### src/rtl/vixen_trace_pkg.sv
// Shared types and constants for the vixen execution-trace transmitter.
// Build option: define VIXEN_TRACE_CYCLE_EN to append a 16-bit cycle delta
// to every record (7-byte records instead of 5).
package vixen_trace_pkg;

  typedef enum logic [1:0] {
    KIND_NORMAL = 2'b00,
    KIND_HALT   = 2'b01,
    KIND_TRAP   = 2'b10
  } kind_e;

  typedef struct packed {
    kind_e       kind;
    logic [3:0]  flags;
    logic [15:0] pc;
    logic [15:0] op;
`ifdef VIXEN_TRACE_CYCLE_EN
    logic [15:0] delta;
`endif
  } rec_t;

`ifdef VIXEN_TRACE_CYCLE_EN
  localparam int REC_BYTES = 7;
`else
  localparam int REC_BYTES = 5;
`endif

  localparam int         REC_W     = REC_BYTES * 8;
  localparam logic [7:0] DROP_MARK = 8'hC0;

  // Wire-order image of a record, first byte in the top bits.
  function automatic logic [REC_W-1:0] rec_pack(input rec_t r);
`ifdef VIXEN_TRACE_CYCLE_EN
    rec_pack = {r.kind, 2'b00, r.flags, r.pc, r.op, r.delta};
`else
    rec_pack = {r.kind, 2'b00, r.flags, r.pc, r.op};
`endif
  endfunction

endpackage

### src/rtl/vixen_trace_fifo.sv
// Record FIFO between the CPU retire port and the serializer.
// Pop data is registered: the popped record appears on pop_data after the
// pop edge and holds there until the next pop, so it doubles as the
// serializer's record holding register.
module vixen_trace_fifo
  import vixen_trace_pkg::*;
#(
  parameter int DEPTH = 4
) (
  input  logic clk,
  input  logic rst_n,
  input  logic push,
  input  rec_t push_data,
  input  logic pop,
  output rec_t pop_data,
  output logic full,
  output logic empty
);

  localparam int AW = $clog2(DEPTH);

  rec_t           mem [DEPTH];
  logic [AW:0]    wr_ptr;
  logic [AW:0]    rd_ptr;

  assign empty = (wr_ptr == rd_ptr);
  assign full  = (wr_ptr[AW] != rd_ptr[AW]) && (wr_ptr[AW-1:0] == rd_ptr[AW-1:0]);

  // Storage array, no reset needed: entries are only read after being written.
  always_ff @(posedge clk) begin
    if (push && !full) mem[wr_ptr[AW-1:0]] <= push_data;
  end

  // Pointers and registered read port.
  always_ff @(posedge clk or negedge rst_n) begin
    if (!rst_n) begin
      wr_ptr   <= '0;
      rd_ptr   <= '0;
      pop_data <= '0;
    end else begin
      if (push && !full) wr_ptr <= wr_ptr + 1'b1;
      if (pop && !empty) begin
        pop_data <= mem[rd_ptr[AW-1:0]];
        rd_ptr   <= rd_ptr + 1'b1;
      end
    end
  end

endmodule

### src/rtl/vixen_trace_tx.sv
// Execution-trace transmitter: captures one record per retired instruction,
// buffers it, and serializes records big-endian onto a valid/ready byte stream.
// Overflow is reported with a 2-byte drop marker (C0, count) instead of
// stalling the CPU. Build option: VIXEN_TRACE_CYCLE_EN adds a cycle delta.
//
//  state  | meaning
//  IDLE   | between records; picks drop marker, next record, or termination
//  SEND   | streaming the record held on the FIFO read register
//  DROP   | streaming the 2-byte drop marker
//  DONE   | trace terminated and drained; stays here until reset
module vixen_trace_tx
  import vixen_trace_pkg::*;
#(
  parameter int DEPTH = 4
) (
  input  logic        clk,
  input  logic        rst_n,
  input  logic        retire_valid,
  input  logic [15:0] retire_pc,
  input  logic [15:0] retire_op,
  input  logic [3:0]  retire_flags,
  input  logic        retire_halt,
  input  logic        retire_trap,
  output logic [7:0]  tx_data,
  output logic        tx_valid,
  input  logic        tx_ready,
  output logic        done
);

  typedef enum logic [1:0] {S_IDLE, S_SEND, S_DROP, S_DONE} state_e;

  localparam logic [2:0] LAST_REC = 3'(REC_BYTES - 1);

  state_e           state;
  logic [2:0]       idx;
  logic [7:0]       drop_cnt;
  logic [7:0]       mark_cnt;
  logic             stopped;
  rec_t             wr_rec;
  rec_t             rd_rec;
  logic             full;
  logic             empty;
  logic             accept;
  logic             push;
  logic             drop;
  logic             pop;
  logic [REC_W-1:0] rec_bytes;

  // Retires after a halt/trap are neither stored nor counted.
  assign accept = retire_valid && !stopped;
  assign push   = accept && !full;
  assign drop   = accept && full;
  assign pop    = (state == S_IDLE) && (drop_cnt == 8'd0) && !empty;

`ifdef VIXEN_TRACE_CYCLE_EN
  logic [15:0] cyc_cnt;
  logic [15:0] delta_next;

  assign delta_next = (cyc_cnt == 16'hFFFF) ? cyc_cnt : cyc_cnt + 16'd1;

  // Clocks since the last stored retire; dropped retires leave it running.
  always_ff @(posedge clk or negedge rst_n) begin
    if (!rst_n) cyc_cnt <= '0;
    else        cyc_cnt <= push ? 16'd0 : delta_next;
  end
`endif

  // Assemble the incoming record; trap takes precedence over halt.
  always_comb begin
    wr_rec       = '0;
    wr_rec.kind  = retire_trap ? KIND_TRAP : (retire_halt ? KIND_HALT : KIND_NORMAL);
    wr_rec.flags = retire_flags;
    wr_rec.pc    = retire_pc;
    wr_rec.op    = retire_op;
`ifdef VIXEN_TRACE_CYCLE_EN
    wr_rec.delta = delta_next;
`endif
  end

  vixen_trace_fifo #(.DEPTH(DEPTH)) u_fifo (
    .clk       (clk),
    .rst_n     (rst_n),
    .push      (push),
    .push_data (wr_rec),
    .pop       (pop),
    .pop_data  (rd_rec),
    .full      (full),
    .empty     (empty)
  );

  assign rec_bytes = rec_pack(rd_rec);

  // Serializer FSM with drop accounting and stop tracking.
  always_ff @(posedge clk or negedge rst_n) begin
    if (!rst_n) begin
      state    <= S_IDLE;
      idx      <= '0;
      drop_cnt <= '0;
      mark_cnt <= '0;
      stopped  <= 1'b0;
      tx_valid <= 1'b0;
      done     <= 1'b0;
    end else begin
      if (accept && (retire_halt || retire_trap)) stopped <= 1'b1;
      if (drop && drop_cnt != 8'hFF) drop_cnt <= drop_cnt + 8'd1;
      case (state)
        S_IDLE: begin
          idx <= '0;
          if (drop_cnt != 8'd0) begin
            // Marker takes the count; a drop on this same edge starts the next tally.
            state    <= S_DROP;
            mark_cnt <= drop_cnt;
            drop_cnt <= {7'd0, drop};
            tx_valid <= 1'b1;
          end else if (!empty) begin
            state    <= S_SEND;
            tx_valid <= 1'b1;
          end else if (stopped) begin
            state <= S_DONE;
            done  <= 1'b1;
          end
        end
        S_SEND: begin
          if (tx_valid && tx_ready) begin
            if (idx == LAST_REC) begin
              state    <= S_IDLE;
              tx_valid <= 1'b0;
            end else begin
              idx <= idx + 3'd1;
            end
          end
        end
        S_DROP: begin
          if (tx_valid && tx_ready) begin
            if (idx == 3'd1) begin
              state    <= S_IDLE;
              tx_valid <= 1'b0;
            end else begin
              idx <= idx + 3'd1;
            end
          end
        end
        default: begin
          tx_valid <= 1'b0;
          done     <= 1'b1;
        end
      endcase
    end
  end

  // Current byte selected from the held record or the marker.
  always_comb begin
    tx_data = 8'h00;
    case (state)
      S_SEND: begin
        for (int i = 0; i < REC_BYTES; i++) begin
          if (idx == 3'(i)) tx_data = rec_bytes[REC_W-1-8*i -: 8];
        end
      end
      S_DROP:  tx_data = (idx == 3'd0) ? DROP_MARK : mark_cnt;
      default: tx_data = 8'h00;
    endcase
  end

endmodule

### config.mk
export PLATFORM = sky130hd
export DESIGN_NAME = vixen_trace_tx
export DESIGN_NICKNAME = d
export VERILOG_FILES = /design/src/rtl/vixen_trace_pkg.sv /design/src/rtl/vixen_trace_fifo.sv /design/src/rtl/vixen_trace_tx.sv
export SDC_FILE = /design/constraint.sdc
export NUM_CORES = 1
export LEC_CHECK = 0
export BUFFER_PORTS_ARGS = -buffer_cell sky130_fd_sc_hd__buf_2
export CAP_MARGIN = 20
export CORE_UTILIZATION = 45
export DETAILED_ROUTE_END_ITERATION = 16
export PLACE_DENSITY = 0.73
export SLEW_MARGIN = 30
export SYNTH_ARGS = -nofsm -noshare
export SYNTH_HDL_FRONTEND = slang
export SYNTH_SLANG_ARGS = --single-unit
### constraint.sdc
create_clock -name clk -period 2.7 [get_ports clk]
set_clock_uncertainty 0.1 [all_clocks]
set_input_delay 0.27 -clock clk [delete_from_list [all_inputs] [get_ports clk]]
set_output_delay 0.27 -clock clk [all_outputs]
set_load 0.02 [all_outputs]
==> results.sh, run 1 <==
export IMPL_critPathKind="reg -> out"
export IMPL_most_common_layout_cells="edfxtp_1, dfrtp_1, buf_2, dlygate4sd3_1, mux2_2"
export IMPL_grt_start_max_net_pins=69
export IMPL_use_met1=0.238
export IMPL_post_route_util=0.563
export IMPL_timing_fmax_mhz=365
export IMPL_fillers=1495
export IMPL_status="finished, violations left"
export IMPL_async_flop_share=0.309
export IMPL_areaGrowthSynthToFinish_pct=22.6
export IMPL_synth_cells=515
export IMPL_insertion_delay_ns=0.50
export IMPL_placed_area_sq_um=9550
export IMPL_drtPass1Iterations=5
export IMPL_grt_met2_usage=0.298
export IMPL_grt_pass1_vias=5103
export IMPL_holdPathEnd="u_fifo.mem[3][36]"
export IMPL_wl_per_cell_um=19.1
export IMPL_grt_usage=0.177
export IMPL_numCtsBuffers=22
export IMPL_reg2reg_depth=7
export IMPL_startpoint="idx[0]"
export IMPL_gp_congestion=0.901
export IMPL_avgSynthCellArea_sq_um=17.4
export IMPL_power_w=0.00703
export IMPL_drc=0
export IMPL_cap_violations=0
export IMPL_seq_power_share=0.518
export IMPL_fin_area_sq_um=11000
export IMPL_grt_ovfl_total=0
export IMPL_final_common_cell="edfxtp_1"
export IMPL_post_route_period_util=1.01
export IMPL_finalCriticalPeriod_ns=2.74
export IMPL_htreeDepth=1
export IMPL_pin_count=52
export IMPL_cts_root_buf="clkbuf_16"
export IMPL_cts_clk_slew_worst_paths_ns=0.06
export IMPL_grt_use_met3=0.0295
export IMPL_fin_setup_tns_ns=-0.0874
export IMPL_syn_area_sq_um=8940
export IMPL_timing_rr_end="u_fifo.pop_data[9]"
export IMPL_ir_drop_mv=0.559
export IMPL_tightestPinTransition_ns=0.811
export IMPL_hold_viol_final=0
export IMPL_p_switching_w=0.00133
export IMPL_dieArea_sq_um=20400
export IMPL_synth_flop_cell="edfxtp_1"
export IMPL_drt_iter0_markers=307
export IMPL_critical_path_buf_inv_count=2
export IMPL_hold_depth=2
export IMPL_cp_top_family="compound AO/OA/AOI/OAI gates"
export IMPL_intPower_w=0.00570
export IMPL_reg2reg_slack_ns=0.22
export IMPL_viasPerCell=5.35
export IMPL_setup_viol=5
export IMPL_ant_nets=0
export IMPL_yosys_cell_types_count=49
export IMPL_power_leakage_nw=4.05
export IMPL_routed_wl_um=17400
export IMPL_synth_edf_count=152
export IMPL_layout_drive_gt1_share=0.335
export IMPL_slowest_delay_ns=0.47
export IMPL_swShare=0.189
export IMPL_cp_arrival_ns=2.37
export IMPL_grt_pass1_wl_um=27400
export IMPL_cp_start_kind="flop"
export IMPL_rsz0062_at_grt="yes"
export IMPL_core_sq_um=19500
export IMPL_slew_headroom=0.459
export IMPL_die_y_um=143
export IMPL_dp_hpwl_um=10800
export IMPL_busiest_layer="met2"
export IMPL_portBuffers=51
export IMPL_failed_checks="negative setup slack"
export IMPL_slew_violations=0
export IMPL_layout_setup_ws_ns=-0.0384
export IMPL_ys_seq_elements=220
export IMPL_antenna_found_initial=0
export IMPL_cp_slowest_cell="dfrtp_2"
export IMPL_numClockSinks=220
export IMPL_cts_buffer_depth=3
export IMPL_fp_row_count=51
export IMPL_via_count=4868
export IMPL_holdCritPathClass="in -> reg"
export IMPL_seq_area_frac_synth=0.701
export IMPL_nets=687
export IMPL_worstPathRequired_ns=2.33
export IMPL_cp_end_kind="output port"
export IMPL_power_share_clock=0.452
export IMPL_p_per_area_nw_per_um2=642
export IMPL_cts_tree="built"
export IMPL_antennaDiodeCount=0
export IMPL_hold_start="retire_halt"
export IMPL_combPwrFrac=0.030
export IMPL_rr_startpoint="drop_cnt[0]"
export IMPL_start_util=0.459
export IMPL_path_cells="inv_4 > ha_4 > nor2b_4 > a221o_1 > a32oi_2 > o22a_1 > nor2_1 > buf_4"
export IMPL_yosysWarnings=0
export IMPL_synth_nets=573
export IMPL_timing_hold_ws_ns=0.116
export IMPL_dieWidth_um=143
export IMPL_crit_fanout=5
[registers in the layout, summed over array words and instances, names as in the netlist]
name,flops
done,1
stopped,1
idx,3
u_fifo.wr_ptr,3
mark_cnt,8
drop_cnt,8
u_fifo.rd_ptr,3
state,2
u_fifo.mem,152
tx_valid,1
u_fifo.pop_data,38
[routing by layer]
| metal | vias up | part of all wire | wire, um |
|---|---|---|---|
| met5 | - | 0 | 0 |
| met2 | 119 | 0.50 | 8750 |
| met3 | 25 | 0.047 | 823 |
| li1 | 2229 | - | - |
| met4 | 0 | 0.017 | 294 |
| met1 | 2495 | 0.43 | 7540 |
[worst reg2reg max path: cells and delay by family, from the launching register on]
| family | cells | cell delay (ns) |
|---|---|---|
| simple gates | 3 | 0.87 |
| buf+inv | 2 | 0.43 |
| flops | 1 | 0.43 |
| mux | 1 | 0.40 |
| fa+ha+maj | 1 | 0.14 |
[Yosys cell counts (all sizes together), types with 3 or more instances]
cell	n	share of area
a221o	4	0.0045
xor2	8	0.0078
a32oi	4	0.0039
nand2b	5	0.0035
nor2	14	0.0059
nor2b	5	0.0035
and2	6	0.0043
a21oi	3	0.0017
inv	12	0.0050
o22a	7	0.0069
buf	9	0.0066
ha	16	0.022
edfxtp	152	0.51
dfrtp	68	0.19
mux2	39	0.049
a22oi	8	0.0067
nand3	13	0.0073
clkbuf	14	0.0059
xnor2	3	0.0029
a221oi	3	0.0029
o21ai	17	0.0095
mux4	38	0.096
nor3	4	0.0022
nand2	37	0.016
[how the worst max path moves through the flow]
stage,cells past startpoint,to,slack [ns]
2_1_floorplan,5,u_fifo.mem[3][0],0.09
3_3_place_gp,8,tx_data[6],0.32
3_5_place_dp,7,u_fifo.pop_data[28],0.22
4_1_cts,8,tx_data[5],0.02
5_1_grt,8,tx_data[0],-0.07
6_report,8,tx_data[3],-0.04
[logic make-up after synthesis]
| kind of cell | after synthesis | synth area share |
|---|---|---|
| buf+inv | 35 | 0.0175 |
| fa+ha+maj | 16 | 0.0224 |
| flops | 220 | 0.701 |
| xor+xnor | 11 | 0.0108 |
| simple gates | 100 | 0.0578 |
| compound gates | 54 | 0.0431 |
| mux | 79 | 0.147 |
[cell type report]
type,count,area [sq um],share of cell area
Sequential cell,220,6270,0.573
Timing Repair Buffer,113,876,0.0800
Clock buffer,32,659,0.0602
Clock inverter,8,111,0.0102
Tap cell,265,332,0.0303
Multi-Input combinational cell,260,2660,0.242
Inverter,12,47.5,0.00434
[stage by stage]
step / worst slack, ns / std cells
after global placement: 0.324 / 823
final: -0.0384 / 910
after global routing: -0.0743 / 910
after detailed placement: 0.221 / 823
after floorplan: 0.0854 / 515
after CTS: 0.0185 / 903
[power by group through the flow]
stage / registers [W] / clock network (W) / logic [W]
CTS: 0.00365 / 0.00323 / 0.000209
floorplan: 0.00371 / 0 / 0.0000625
detailed placement: 0.00371 / 0 / 0.000155
global route: 0.00364 / 0.00338 / 0.000235
global placement: 0.00371 / 0 / 0.000143
finish: 0.00365 / 0.00318 / 0.000209
[what timing repair did]
action | CTS | global route
setup buffers | 0 | 6
resized for setup | 24 | 17
hold buffers | 40 | 0
pin swaps | 13 | 6
setup endpoints to repair | 8 | 8
endpoints found under the hold margin | 217 | 0
Note: power is estimated with default switching activity, not from simulation.
==> run 2, diff against run 1 <==
--- a/config.mk
+++ b/config.mk
@@ -10,6 +10,7 @@
 export CORE_UTILIZATION = 45
 export DETAILED_ROUTE_END_ITERATION = 16
 export PLACE_DENSITY = 0.73
+export SKIP_CTS_REPAIR_TIMING = 1
 export SLEW_MARGIN = 30
 export SYNTH_ARGS = -nofsm -noshare
 export SYNTH_HDL_FRONTEND = slang
==> run 2 against run 1 <==
Critical endpoint is now tx_data[1]; fmax grew 1.8%; sequential power is essentially flat; sequential share of layout area grew 0.24 points; register-to-register slack is essentially flat; critical path depth is the same; setup slack gained 0.048 ns; the run now ends clean.
==> results.sh, run 2 (same netlist as run 1, synthesis figures left out) <==
export IMPL_status="finished clean"
export IMPL_drt_iter0_markers=287
export IMPL_crit_fanout=6
export IMPL_layout_drive_gt1_share=0.326
export IMPL_insertion_delay_ns=0.50
export IMPL_grt_usage=0.174
export IMPL_setup_viol=0
export IMPL_numCtsBuffers=22
export IMPL_rr_startpoint="drop_cnt[0]"
export IMPL_power_w=0.00703
export IMPL_crit_end="tx_data[1]"
export IMPL_gp_congestion=0.901
export IMPL_start_util=0.459
export IMPL_slew_headroom=0.458
export IMPL_cap_violations=0
export IMPL_reg2reg_depth=7
export IMPL_areaGrowthSynthToFinish_pct=22.0
export IMPL_worstPathRequired_ns=2.33
export IMPL_dieWidth_um=143
export IMPL_grt_start_max_net_pins=69
export IMPL_startpoint="idx[1]"
export IMPL_drc=0
export IMPL_dp_hpwl_um=10800
export IMPL_reg2reg_slack_ns=0.22
export IMPL_wl_per_cell_um=19.0
export IMPL_pin_count=52
export IMPL_holdCritPathClass="in -> reg"
export IMPL_drtPass1Iterations=4
export IMPL_critPathKind="reg -> out"
export IMPL_core_sq_um=19500
export IMPL_ant_nets=0
export IMPL_rsz0062_at_grt="yes"
export IMPL_timing_rr_end="u_fifo.pop_data[9]"
export IMPL_via_count=4851
export IMPL_slew_violations=0
export IMPL_ir_drop_mv=0.560
export IMPL_tightestPinTransition_ns=0.813
export IMPL_timing_fmax_mhz=372
export IMPL_dieArea_sq_um=20400
export IMPL_cp_start_kind="flop"
export IMPL_fillers=1493
export IMPL_final_common_cell="edfxtp_1"
export IMPL_grt_ovfl_total=0
export IMPL_place_ws_ns=0.221
export IMPL_antenna_found_initial=0
export IMPL_hold_viol_final=0
export IMPL_cp_end_kind="output port"
export IMPL_routed_wl_um=17300
export IMPL_grt_pass1_vias=4977
export IMPL_most_common_layout_cells="edfxtp_1, dfrtp_1, buf_2, dlygate4sd3_1, mux2_2"
export IMPL_cts_buffer_depth=3
export IMPL_htreeDepth=1
export IMPL_post_route_util=0.560
export IMPL_finalCriticalPeriod_ns=2.69
export IMPL_cts_tree="built"
export IMPL_numClockSinks=220
export IMPL_nets=684
export IMPL_post_route_period_util=0.997
export IMPL_cts_root_buf="clkbuf_16"
export IMPL_placed_area_sq_um=9550
export IMPL_cts_clk_slew_worst_paths_ns=0.06
export IMPL_largest_reg_flops=152
export IMPL_fin_area_sq_um=10900
export IMPL_power_leakage_nw=4.04
export IMPL_antennaDiodeCount=0
export IMPL_p_per_area_nw_per_um2=645
export IMPL_cp_arrival_ns=2.32
export IMPL_layout_setup_ws_ns=0.00911
export IMPL_fp_row_count=51
export IMPL_fin_setup_tns_ns=0
export IMPL_viasPerCell=5.35
export IMPL_die_y_um=143
export IMPL_portBuffers=51
export IMPL_grt_pass1_wl_um=26800
export IMPL_hold_start="retire_halt"
[run 2: changes by cell type in the layout (fill, tap and decap cells not counted)]
cell	change
buf_4	-2
a22oi_1	+1
a22oi_2	-1
buf_6	-1
dfrtp_1	+1
dfrtp_2	-1
ha_1	+1
ha_4	-1
o21ai_1	+1
o21ai_2	-1
[run 2: where the power goes]
part | leakage, nW | internal [W] | switching [W] | total (W)
logic | 1.38 | 0.0000970 | 0.000111 | 0.000208
registers | 2.28 | 0.00363 | 0.0000179 | 0.00365
clock network | 0.379 | 0.00198 | 0.00121 | 0.00318
[run 2: critical path: stages (launching register included)]
cell and delay (ns):
dfrtp_1 0.42, inv_2 0.09, ha_4 0.19, buf_6 0.13
a221o_1 0.33, a32oi_2 0.27, o22a_1 0.17, nor2_1 0.05
buf_4 0.17
[run 2: how the worst min path moves through the flow]
stage                              endpoint  depth (start not counted)  slack, ns
after floorplan                        done                          0      -0.13
after global placement          mark_cnt[6]                          2       0.38
after detailed placement        mark_cnt[6]                          2       0.37
after CTS                 u_fifo.mem[0][24]                          1      -0.13
after global routing      u_fifo.mem[2][36]                          2       0.11
final                     u_fifo.mem[3][36]                          2       0.12
[run 2: final cells by class]
type,count,area [sq um],area share
Clock inverter,8,111,0.0102
Clock buffer,32,659,0.0605
Sequential cell,220,6270,0.575
Inverter,12,47.5,0.00436
Timing Repair Buffer,110,850,0.0779
Tap cell,265,332,0.0304
Multi-Input combinational cell,260,2630,0.242
[run 2: metal layers]
layer | vias to the layer above | share of wire | wire, um | GRT usage
met1 | 2485 | 0.43 | 7420 | 0.231
met2 | 121 | 0.51 | 8800 | 0.293
met4 | 0 | 0.016 | 278 | 0.0464
met5 | - | 0 | 0 | 0
met3 | 23 | 0.044 | 752 | 0.0319
li1 | 2222 | - | - | -
[run 2: metrics by stage]
| stage | std cells | hold slack, ns |
|---|---|---|
| 5_1_grt | 907 | 0.107 |
| 4_1_cts | 863 | -0.126 |
| 3_3_place_gp | 823 | 0.376 |
| 6_report | 907 | 0.119 |
| 3_5_place_dp | 823 | 0.373 |
| 2_1_floorplan | 515 | -0.126 |
==> run 3, diff against run 2 <==
--- a/config.mk
+++ b/config.mk
@@ -6,10 +6,12 @@
 export NUM_CORES = 1
 export LEC_CHECK = 0
 export BUFFER_PORTS_ARGS = -buffer_cell sky130_fd_sc_hd__buf_2
-export CAP_MARGIN = 20
+export CELL_PAD_IN_SITES_DETAIL_PLACEMENT = 1
+export CELL_PAD_IN_SITES_GLOBAL_PLACEMENT = 1
+export CORE_MARGIN = 2
 export CORE_UTILIZATION = 45
 export DETAILED_ROUTE_END_ITERATION = 16
-export PLACE_DENSITY = 0.73
+export PLACE_DENSITY = 0.82
 export SKIP_CTS_REPAIR_TIMING = 1
 export SLEW_MARGIN = 30
 export SYNTH_ARGS = -nofsm -noshare
==> run 3 against run 2 <==
The run now ends with negative setup slack left; total power down 4.4%; setup slack worse by 0.063 ns; routed wire length rose by 20%; critical endpoint is now tx_data[5]; largest cell class unchanged.
==> results.sh, run 3 (same netlist as run 1, synthesis figures left out) <==
export IMPL_antennaDiodeCount=0
export IMPL_timing_rr_end="u_fifo.pop_data[15]"
export IMPL_cp_start_kind="flop"
export IMPL_reg2reg_depth=7
export IMPL_startpoint="idx[0]"
export IMPL_core_sq_um=19500
export IMPL_areaGrowthSynthToFinish_pct=21.3
export IMPL_htreeDepth=1
export IMPL_worstPathRequired_ns=2.33
export IMPL_cp_top_family="compound AO/OA/AOI/OAI gates"
export IMPL_cp_num_cells=7
export IMPL_cts_tree="built"
export IMPL_cts_buffer_depth=3
export IMPL_cts_root_buf="clkbuf_16"
export IMPL_drt_iter0_markers=262
export IMPL_slowest_delay_ns=0.44
export IMPL_post_route_util=0.557
export IMPL_critical_path_buf_inv_count=2
export IMPL_cap_violations=0
export IMPL_largest_reg_flops=152
export IMPL_combPwrFrac=0.032
export IMPL_numClockSinks=220
export IMPL_slew_violations=0
export IMPL_dp_cells=826
export IMPL_grt_ovfl_total=0
export IMPL_setup_viol=6
export IMPL_most_common_layout_cells="edfxtp_1, dfrtp_1, buf_2, dlygate4sd3_1, mux2_2"
export IMPL_post_route_period_util=1.02
export IMPL_path_cells="inv_2 > ha_2 > o21ai_0 > a22oi_1 > o22a_1 > nor2_1 > buf_2"
export IMPL_insertion_delay_ns=0.52
export IMPL_power_share_clock=0.425
export IMPL_cp_end_kind="output port"
export IMPL_dieWidth_um=145
export IMPL_layout_drive_gt1_share=0.324
export IMPL_cp_arrival_ns=2.38
export IMPL_reg2reg_slack_ns=0.28
export IMPL_crit_fanout=15
export IMPL_failed_checks="negative setup slack"
export IMPL_grt_start_max_net_pins=41
export IMPL_grt_pass1_wl_um=31300
export IMPL_timing_hold_ws_ns=0.104
export IMPL_dp_hpwl_um=13100
export IMPL_critPathKind="reg -> out"
export IMPL_seq_power_share=0.543
export IMPL_via_count=5015
export IMPL_swShare=0.208
export IMPL_timing_fmax_mhz=363
export IMPL_hold_viol_final=0
export IMPL_finalCriticalPeriod_ns=2.75
export IMPL_nets=689
export IMPL_holdCritPathClass="in -> reg"
export IMPL_slew_headroom=0.479
export IMPL_layout_setup_ws_ns=-0.0534
export IMPL_fp_row_count=51
export IMPL_seq_area_sq_um=6270
export IMPL_p_per_area_nw_per_um2=621
export IMPL_p_switching_w=0.00140
export IMPL_pin_count=52
export IMPL_gp_congestion=0.822
export IMPL_antenna_found_initial=0
export IMPL_rr_startpoint="drop_cnt[0]"
export IMPL_grt_usage=0.192
export IMPL_multiInputGateArea_sq_um=2620
export IMPL_tightestPinTransition_ns=0.782
export IMPL_die_y_um=145
export IMPL_ant_nets=0
export IMPL_start_util=0.459
export IMPL_crit_end="tx_data[5]"
export IMPL_rsz0062_at_grt="yes"
export IMPL_portBuffers=51
export IMPL_routed_wl_um=20800
export IMPL_intPower_w=0.00533
export IMPL_power_w=0.00673
export IMPL_numCtsBuffers=23
export IMPL_status="finished, violations left"
export IMPL_cts_clk_slew_worst_paths_ns=0.06
export IMPL_wl_per_cell_um=22.7
export IMPL_drc=0
export IMPL_cp_slowest_cell="dfrtp_2"
export IMPL_layoutNonFillerInstCount=913
export IMPL_viasPerCell=5.49
export IMPL_grt_pass1_vias=5347
export IMPL_fillers=1791
export IMPL_ir_drop_mv=0.538
export IMPL_power_leakage_nw=4.01
export IMPL_drtPass1Iterations=4
export IMPL_place_ws_ns=0.135
export IMPL_final_common_cell="edfxtp_1"
export IMPL_dieArea_sq_um=21000
run 3: cell count changes in the layout (fill, tap and decap cells not counted), sizes merged:
cell | before | now
buf | 70 | 74
inv | 12 | 13
bufinv | 3 | 0
clkbuf | 32 | 31
clkinv | 5 | 10
run 3: worst min-delay path by stage:
stage	from	endpoint	slack, ns	depth (start not counted)
2_1_floorplan	rst_n	done	-0.13	0
3_3_place_gp	rst_n	drop_cnt[5]	0.20	1
3_5_place_dp	rst_n	drop_cnt[5]	0.22	1
4_1_cts	rst_n	u_fifo.rd_ptr[0]	-0.33	1
5_1_grt	retire_halt	u_fifo.mem[2][36]	0.10	2
6_report	retire_halt	u_fifo.mem[3][36]	0.10	2
run 3: cell type report:
class | count | area share
Clock buffer | 31 | 0.0568
Sequential cell | 220 | 0.579
Clock inverter | 11 | 0.00566
Inverter | 12 | 0.00416
Tap cell | 265 | 0.0306
Multi-Input combinational cell | 260 | 0.242
Timing Repair Buffer | 114 | 0.0823
run 3: worst register-to-register path: stages (launching register included):
cell	delay, ns
dfrtp_1	0.43
inv_1	0.09
ha_1	0.15
nor4b_2	0.28
nand2_1	0.25
nor3b_4	0.24
buf_4	0.35
mux2_2	0.41
run 3: metal layers:
metal,track usage,wire length [um]
met1,0.259,8520
met2,0.331,10800
met3,0.0311,985
met4,0.0391,458
met5,0,0
run 3: stage by stage:
stage	TNS (ns)	instance area, sq um
2_1_floorplan	0	8940
3_3_place_gp	0	9610
3_5_place_dp	0	9610
4_1_cts	-2.21	10300
5_1_grt	-0.866	10800
6_report	-0.207	10800
run 3: power by group through the flow:
stage	logic [W]	clock network [W]	registers (W)
floorplan	0.0000625	0	0.00371
global placement	0.000144	0	0.00371
detailed placement	0.000166	0	0.00372
CTS	0.000172	0.00292	0.00365
global route	0.000239	0.00306	0.00365
finish	0.000215	0.00286	0.00365
